$ cat src/rtl/serial_arith_pkg.sv
// rtl/serial_arith_pkg.sv - shared state encodings and defaults for the bit-serial arithmetic blocks
package serial_arith_pkg;

  localparam int DEF_WIDTH = 8;

  // Encoding 2'd3 is unused; the FSM treats it as illegal and falls back to IDLE.
  typedef enum logic [1:0] {
    ST_IDLE  = 2'd0,
    ST_SHIFT = 2'd1,
    ST_DONE  = 2'd2
  } state_t;

endpackage

$ cat src/rtl/half_adder.sv
// rtl/half_adder.sv - one-bit half adder, two of these form the serial adder slice
module half_adder (
  input  logic a,
  input  logic b,
  output logic s,
  output logic c
);

  assign s = a ^ b;
  assign c = a & b;

endmodule

$ cat src/rtl/serial_adder_hs.sv
// rtl/serial_adder_hs.sv - bit-serial WIDTH-bit adder, LSB first, with start/busy/done handshake
module serial_adder_hs
  import serial_arith_pkg::*;
#(
  parameter int WIDTH = DEF_WIDTH
) (
  input  logic             clk,
  input  logic             rst,
  input  logic             start,
  input  logic [WIDTH-1:0] a,
  input  logic [WIDTH-1:0] b,
  input  logic             cin,
  output logic             busy,
  output logic             done,
  output logic [WIDTH-1:0] sum,
  output logic             cout
);

  localparam int            CW   = $clog2(WIDTH + 1);
  localparam logic [CW-1:0] LAST = CW'(WIDTH - 1);

  state_t           state;
  state_t           state_nxt;
  logic [CW-1:0]    cnt;
  logic [WIDTH-1:0] a_sr;
  logic [WIDTH-1:0] b_sr;
  logic [WIDTH-1:0] sum_q;
  logic [WIDTH-1:0] sum_shift;
  logic             carry;
  logic             cout_q;
  logic             s1;
  logic             c1;
  logic             s_bit;
  logic             c2;
  logic             carry_nxt;

  // The single reused slice: two half adders, carry OR kept here.
  half_adder u_ha1 (.a(a_sr[0]), .b(b_sr[0]), .s(s1),    .c(c1));
  half_adder u_ha2 (.a(s1),      .b(carry),   .s(s_bit), .c(c2));

  assign carry_nxt = c1 | c2;

  // New bit enters at the MSB so that after WIDTH steps bit 0 lands at sum[0].
  always_comb begin
    sum_shift            = sum_q >> 1;
    sum_shift[WIDTH-1]   = s_bit;
  end

  always_comb begin
    state_nxt = state;
    busy      = 1'b0;
    done      = 1'b0;
    case (state)
      ST_IDLE: begin
        if (start) state_nxt = ST_SHIFT;
      end
      ST_SHIFT: begin
        busy = 1'b1;
        if (cnt == LAST) state_nxt = ST_DONE;
      end
      ST_DONE: begin
        done      = 1'b1;
        state_nxt = ST_IDLE;
      end
      default: state_nxt = ST_IDLE;
    endcase
  end

  always_ff @(posedge clk or posedge rst) begin
    if (rst) begin
      state  <= ST_IDLE;
      cnt    <= '0;
      a_sr   <= '0;
      b_sr   <= '0;
      carry  <= 1'b0;
      sum_q  <= '0;
      cout_q <= 1'b0;
    end else begin
      state <= state_nxt;
      case (state)
        ST_IDLE: begin
          if (start) begin
            a_sr  <= a;
            b_sr  <= b;
            carry <= cin;
            cnt   <= '0;
            sum_q <= '0;
          end
        end
        ST_SHIFT: begin
          a_sr  <= a_sr >> 1;
          b_sr  <= b_sr >> 1;
          sum_q <= sum_shift;
          carry <= carry_nxt;
          cnt   <= cnt + CW'(1);
          if (cnt == LAST) cout_q <= carry_nxt;
        end
        default: ;
      endcase
    end
  end

  assign sum  = sum_q;
  assign cout = cout_q;

endmodule

$ cat config.mk
export PLATFORM = sky130hd
export DESIGN_NAME = serial_adder_hs
export DESIGN_NICKNAME = d
export VERILOG_FILES = /design/src/rtl/serial_arith_pkg.sv /design/src/rtl/half_adder.sv /design/src/rtl/serial_adder_hs.sv
export SDC_FILE = /design/constraint.sdc
export NUM_CORES = 1
export LEC_CHECK = 0
export CORE_MARGIN = 3
export CORE_UTILIZATION = 49
export CTS_BUF_LIST = sky130_fd_sc_hd__clkbuf_4 sky130_fd_sc_hd__clkbuf_8 sky130_fd_sc_hd__clkbuf_16
export DETAILED_ROUTE_END_ITERATION = 8
export PLACE_DENSITY = 0.82
export SKIP_CTS_REPAIR_TIMING = 1
export SLEW_MARGIN = 20
export SYNTH_ARGS = -nofsm -noshare
export SYNTH_HDL_FRONTEND = slang
export SYNTH_HIERARCHICAL = 1
export SYNTH_SLANG_ARGS = --single-unit
$ cat constraint.sdc
create_clock -name clk -period 1.8 [get_ports clk]
set_input_delay 0.36 -clock clk [delete_from_list [all_inputs] [get_ports clk]]
set_output_delay 0.36 -clock clk [all_outputs]
set_load 0.02 [all_outputs]
---- Word level (Yosys, flattened, before mapping) ----
Cells that the tools add are included.
operators by class
  div/mod/pow operators ................... 0
  shifts and indexed selects .............. 0
  $lt $le $gt $ge ......................... 0
  eq/ne operators ......................... 5
  reduce and logical (&&, ||, !) cells .... 5
  $mul .................................... 0
  bitwise gates (word level) .............. 5
  multiplexer cells ....................... 15
  add/sub/neg operators ................... 1
operators by type and width
  operator             number
  $pmux 8 s2           3
  $mux 8               3
  $pmux 4 s2           1
  $reduce_and 2->1     3
  $add 4x1->4 const B  1
  $eq 4x3->1 const B   1
  $mux 2               2
  $mux 4               1
  $ne 2x2->1 const B   2
  $pmux 2 s2           1
  $mux 1               3
  $and 1x1->1          2
  $eq 2x1->1 const B   1
  $eq 2x2->1 const B   1
  $logic_not 2->1      1
  $pmux 1 s2           1
  $reduce_bool 2->1    1
  $xor 1x1->1          2
  $or 1x1->1           1
word-level totals
  memories kept ........................... 0
  output and inout port bits .............. 11
  bits in read-only memories .............. 0
  word-level logic and storage cells ...... 38
  register bits ........................... 32
  RAM bits ................................ 0
  latch bits .............................. 0
  input port bits ......................... 20

---- Depth between registers and ports, before layout ----
Gate-level depths: netlist of run 1.
  depth after elaboration ................. 4
  gate-level depth with buffers ........... 4
  depth with buffers taken out ............ 4

---- Cells and area by module ----
Netlist of run 1, hierarchy kept.
modules (own cells, without submodules)
  module           sequential area each (um2)  cells an instance  times used  area an instance (um2)
  serial_adder_hs  800.8                       136                1           1421.4
  half_adder       0.0                         1                  2           12.5

---- Worst setup path after synthesis of run 1 ----
No wires, ideal clock.
  path type ............................... register to output
  start point ............................. register state[0]
  end point ............................... output port done
  stages on the path, launching flop included .. 4
  setup slack ............................. 0.414 ns
  buffers on the path ..................... 2
  arrival time ............................ 1.026 ns
  required time ........................... 1.440 ns
  cell sequence ........................... dfrtp_1 -> buf_2 -> buf_4 -> nor2b_1
between the ends
  cells in the longest elaborated chain, start to end .. 2
ends and longest elaborated chain
  item                    RTL line               RTL
  from (decl)             serial_adder_hs.sv:22  state_t state;
  from (signal assigned)  serial_adder_hs.sv:79  state <= state_nxt;
  $eq 2x2->1              serial_adder_hs.sv:53  case (state)
  $mux 1                  serial_adder_hs.sv:53
  to (decl)               serial_adder_hs.sv:14  output logic done,
Every way passes these cells.

---- Worst setup path in the final report of run 1 ----
  start point ............................. register sum_q[6], in the netlist sum[6]
  end point ............................... output port sum[6]
RTL lines
  item                    RTL line               RTL
  from (decl)             serial_adder_hs.sv:27  logic [WIDTH-1:0] sum_q;
  from (signal assigned)  serial_adder_hs.sv:93  sum_q <= sum_shift;
  to (decl)               serial_adder_hs.sv:15  output logic [WIDTH-1:0] sum,
No word-level cell between the ends.

==> qor.txt, run 1 <==
status: complete, no violations
# nets final: 198
# H-tree levels: 2
largest net degree at the start of global routing: 33
Peak supply drop: 0.00112 V
via-per-instance ratio: 5.69
worst path bufs/invs: 1
Post-synth ARST share: 100%
HPWL after detailed placement: 2.25 mm
Max Buffers Root-to-Sink: 2
largest family of logic cells by synthesized area: compound AO/OA/AOI/OAI gates
Mapped Nets: 161
synthesized flop and latch total: 32
WP data required: 1.44 ns
Hold Vio Cnt, Final: 0
DRC viols: 0
XOR/XNOR share of the synthesized area: 0%
Worst path slowest cell: clkdlybuf4s50_1
crit-path cells: clkdlybuf4s50_1
ranking of synthesized cells by area: dfrtp_1 (55%), o21ai_0 (5.5%), a22o_1 (5.4%), nand2_1 (4.2%), a31oi_1 (3.5%)
min-delay worst type: in2async
syn_area_per_cell: 10.5 sq um
post-placement cell area: 0.00182 sq mm
Startpoint Class: register
Layout fillers: 228
headroom to the max-slew limit: 73.5%
register area share after synthesis: 55.4%
setup violators final: 0
synthesized-area fraction occupied by adder cells: 2.60%
CTS tree: built
CP arrival: 1.31 ns
ANT nets after route: 0
Synth area leader: dfrtp_1
DR WL/cell: 15.4 microns
io pins: 31
Yosys top cell area share: 55.4%
Slew @ Worst Pin: 0.397 ns
CP Class: reg2out
P_leak: 0.860 nW
vias in the first global route: 1,142
RSZ-0062 raised after global routing: false
Synth Area in Simple Gates: 13.1%
Ant. Diodes: 0
vias post-DR: 1,178
first-pass GRT wire length: 5.16 mm
synth cell count leaders: dfrtp_1 (32), nand2_1 (16), o21ai_0 (16), a22o_1 (9)
Post-synth EDFFs: 0
CTS Buf Count: 5
clk root buf: clkbuf_4
Synth-to-Final Area Change: 30.9%
final core occ: 68.1%
min cycle time layout: 1.67 ns
final setup TNS: 0 ns
total power: 3.09 mW
area of the mapped netlist: 0.00145 sq mm
1st-iter DRT viols: 93
Sequential Area: 801 sq um
Detailed Route WL: 3.19 mm
Clock Latency Late Sink: 0.32 ns
Post-Synthesis Cells: 138
final period utilization: 92.8%
max cap viols: 0
synth warn: 6
die area: 0.00364 sq mm
Die Span Y: 60.3 microns
count leader, synth: dfrtp_1
Slew Viols, Final: 0
CTS sink count: 32
drt pass-1 iters: 4
starting density of the core: 52.0%
core area: 0.00278 sq mm
Critical Path End Type: primary output
Most used DFF post-synth: dfrtp_1
critical path peak fanout: 3
area of the multi-input gates: 583 sq um
Die Wd: 60.3 microns
crit-path leading delay family: buffers and inverters
num rows: 19
total track usage: 19.2%
Final Wtd Congestion: 0.800
Port Buf Inserts: 30
Clock Pin Slew Worst Setup and Hold Paths: 0.09 ns
fin area: 0.00189 sq mm
post-synthesis compound-gate area fraction: 22.4%
mux share of post-synthesis cell area: 2.16%
Pwr per Cell Area: 1630 mW/mm^2
initial antenna violation count: 0
fmax: 599 MHz
Clock Skews: 0.00587 ns
share of cells above drive strength 1: 11.4%
number of library cell types mapped by synthesis: 27
largest stage delay on the critical path: 0.62 ns
total grt overflow: 0
[through the flow]
stage / worst slack [ns] / cells / hold slack, ns
after CTS: -0.116 / 207 / 0.425
after global placement: 0.226 / 199 / 0.455
final: 0.130 / 207 / 0.420
after floorplan: 0.414 / 138 / 0.442
after detailed placement: 0.0936 / 199 / 0.462
after global routing: 0.0710 / 207 / 0.449
[worst min-delay path: stages]
cell and delay, ns:
clkdlybuf4s50_1 0.40, inv_1 0.05, buf_4 0.36
[state kept, by name, summed over array words and instances (netlist names)]
| name | cells |
|---|---|
| carry | 1 |
| cnt | 4 |
| cout | 1 |
| sum | 8 |
| b_sr | 8 |
| a_sr | 8 |
| state | 2 |
[area by class of cell]
| class | count | area share, % |
|---|---|---|
| multi-input cells | 92 | 30.8 |
| clock buffers | 8 | 3.50 |
| inverters | 5 | 0.991 |
| well taps | 31 | 2.05 |
| repair buffers | 39 | 20.4 |
| flip-flops and latches | 32 | 42.3 |
[placed cells by master, fill, tap and decap left out, types with 6 or more instances in the layout]
cell,synthesis,layout
nand2_1,16,16
and2_1,8,8
clkdlybuf4s50_1,0,28
a22oi_1,6,6
dfrtp_1,32,32
o21ai_0,16,16
clkbuf_4,0,7
a31oi_1,8,8
a22o_1,9,9
buf_4,1,8
nor2b_1,7,7
[power breakdown]
part,internal [mW],switching (mW)
logic,0.699,0.724
registers,1.02,0.200
clock network,0.223,0.223
[metal layers]
metal	GRT usage (%)	vias up	share of wire, %
met5	0	-	0
met4	6.96	0	0.66
met3	3.83	2	4.6
met2	30.9	31	49
met1	25.8	580	46
li1	-	565	-
[path summary, 6_finish.rpt]
kind,startpoint,end,slack (ns),cells past startpoint
min,rst,state[0]$_DFFE_PP0P_,0.42,3
max,sum[6]$_DFFE_PP0P_,sum[6],0.13,1
max in group asynchronous,rst,cnt[0]$_DFFE_PP0P_,1.10,3
max reg2reg,state[1]$_DFFE_PP0P_,cnt[3]$_DFFE_PP0P_,0.41,5
min in group clk,b_sr[6]$_DFFE_PP0P_,b_sr[6]$_DFFE_PP0P_,0.49,2
min reg2reg,b_sr[6]$_DFFE_PP0P_,b_sr[6]$_DFFE_PP0P_,0.49,2
[cells by family (layout without fill, tap and decap cells)]
kind of cell,Yosys count,in the layout
and+or+nand+nor,37,37
adders and majority gates,3,3
muxes,3,3
buffers and inverters,14,52
AOI/OAI and AO/OA,49,49
DFF,32,32
(Power assumes the default switching activity.)
==> inputs of run 2 (changes only) <==
Settings changed: SETUP_SLACK_MARGIN from default to 0.1.
==> run 2 against run 1 <==
Combinational power about the same. Global-route usage stayed put. Critical path depth unchanged. Sequential share of layout area down 0.33 points. Routed wire length increased by 0.34%. Clock skew barely moved. Sequential power about the same. Critical endpoint is now sum[5].
==> qor.txt, run 2 (same netlist as run 1, synthesis figures left out) <==
setup violators final: 0
starting density of the core: 52.0%
Clock Pin Slew Worst Setup and Hold Paths: 0.09 ns
Worst Reg-to-Reg Cells: 5
first-pass GRT wire length: 5.16 mm
Internal: 1.93 mW
num rows: 19
initial antenna violation count: 0
worst path bufs/invs: 1
critical path peak fanout: 3
CP arrival: 1.30 ns
# H-tree levels: 2
CTS Buf Count: 5
1st-iter DRT viols: 87
Pwr per Cell Area: 1610 mW/mm^2
Clock Skews: 0.00602 ns
vias in the first global route: 1,142
reg-to-reg setup timing slack: 0.41 ns
RSZ-0062 raised after global routing: false
commonest non-fill, non-tap cells in the layout: dfrtp_1 (32), clkdlybuf4s50_1 (22), nand2_1 (16), o21ai_0 (16), a22o_1 (9)
CP Class: reg2out
crit-path leading delay family: buffers and inverters
crit-path cells: clkdlybuf4s50_1
Die Wd: 60.3 microns
via-per-instance ratio: 5.76
WP depth: 1
HPWL after detailed placement: 2.25 mm
headroom to the max-slew limit: 73.5%
Die Span Y: 60.3 microns
ANT nets after route: 0
Critical Path End Type: primary output
share of cells above drive strength 1: 11.4%
Crit Reg-Reg Startpoint: state[1]$_DFFE_PP0P_
Seq pwr share: 39.6%
io pins: 31
Layout fillers: 224
total power: 3.08 mW
final core occ: 68.6%
fmax: 604 MHz
WP data required: 1.44 ns
CTS sink count: 32
DR WL/cell: 15.5 microns
combinational share of power: 45.9%
Slew @ Worst Pin: 0.398 ns
final period utilization: 92.0%
commonest non-fill, non-tap cell in the layout: dfrtp_1
# nets final: 198
drt pass-1 iters: 4
die area: 0.00364 sq mm
Ant. Diodes: 0
CTS tree: built
max cap viols: 0
sw power: 1.15 mW
Slew Viols, Final: 0
P_leak: 0.942 nW
status: complete, no violations
vias post-DR: 1,192
Final Wtd Congestion: 0.800
Clk pwr share: 14.5%
Synth-to-Final Area Change: 31.9%
total track usage: 19.2%
Detailed Route WL: 3.20 mm
Hold Vio Cnt, Final: 0
total grt overflow: 0
min cycle time layout: 1.66 ns
sw frac: 37.2%
DRC viols: 0
Startpoint Class: register
RR Endpoint: cnt[3]$_DFFE_PP0P_
largest net degree at the start of global routing: 33
core area: 0.00278 sq mm
largest stage delay on the critical path: 0.61 ns
min-delay worst type: in2async
Port Buf Inserts: 30
Max Buffers Root-to-Sink: 2
Clock Latency Late Sink: 0.32 ns
Peak supply drop: 0.00112 V
clk root buf: clkbuf_4
Worst path slowest cell: clkdlybuf4s50_1
run 2: power groups by stage:
stage / registers [mW] / clock network, mW / logic (mW)
finish: 1.22 / 0.446 / 1.41
global route: 1.26 / 0.489 / 1.54
CTS: 1.22 / 0.457 / 1.43
detailed placement: 1.24 / 0 / 1.42
global placement: 1.22 / 0 / 1.35
floorplan: 1.30 / 0 / 0.786
run 2: stage by stage:
step / area [sq um] / std cells / worst slack, ns / setup TNS [ns] / hold slack, ns
floorplan: 1450 / 138 / 0.414 / 0 / 0.442
global placement: 1820 / 199 / 0.226 / 0 / 0.455
detailed placement: 1820 / 199 / 0.0936 / 0 / 0.462
CTS: 1890 / 207 / -0.116 / -0.190 / 0.425
global route: 1910 / 207 / 0.105 / 0 / 0.449
finish: 1910 / 207 / 0.144 / 0 / 0.421
run 2: per-layer routing:
metal / track usage (%) / routed length [microns]
met1: 25.8 / 1430
met3: 3.83 / 175
met2: 30.9 / 1570
met4: 6.96 / 21
met5: 0 / 0
run 2: worst max-delay path by stage:
stage                                    start                   to  slack [ns]
final                       sum[5]$_DFFE_PP0P_               sum[5]        0.14
after CTS                 state[0]$_DFFE_PP0P_                 busy       -0.12
after detailed placement                 start  b_sr[1]$_DFFE_PP0P_        0.09
after global routing          cout$_DFFE_PP0P_                 cout        0.11
after global placement                   start   cnt[3]$_DFFE_PP0P_        0.23
after floorplan           state[0]$_DFFE_PP0P_                 done        0.41
run 2: layout make-up:
type | instances | area [sq um] | area share (%)
clock buffer | 8 | 66.3 | 3.48
inverter | 5 | 18.8 | 0.984
multi-input combinational | 92 | 583 | 30.6
sequential | 32 | 801 | 42.0
tap | 31 | 38.8 | 2.03
timing repair buffer | 39 | 400 | 21.0
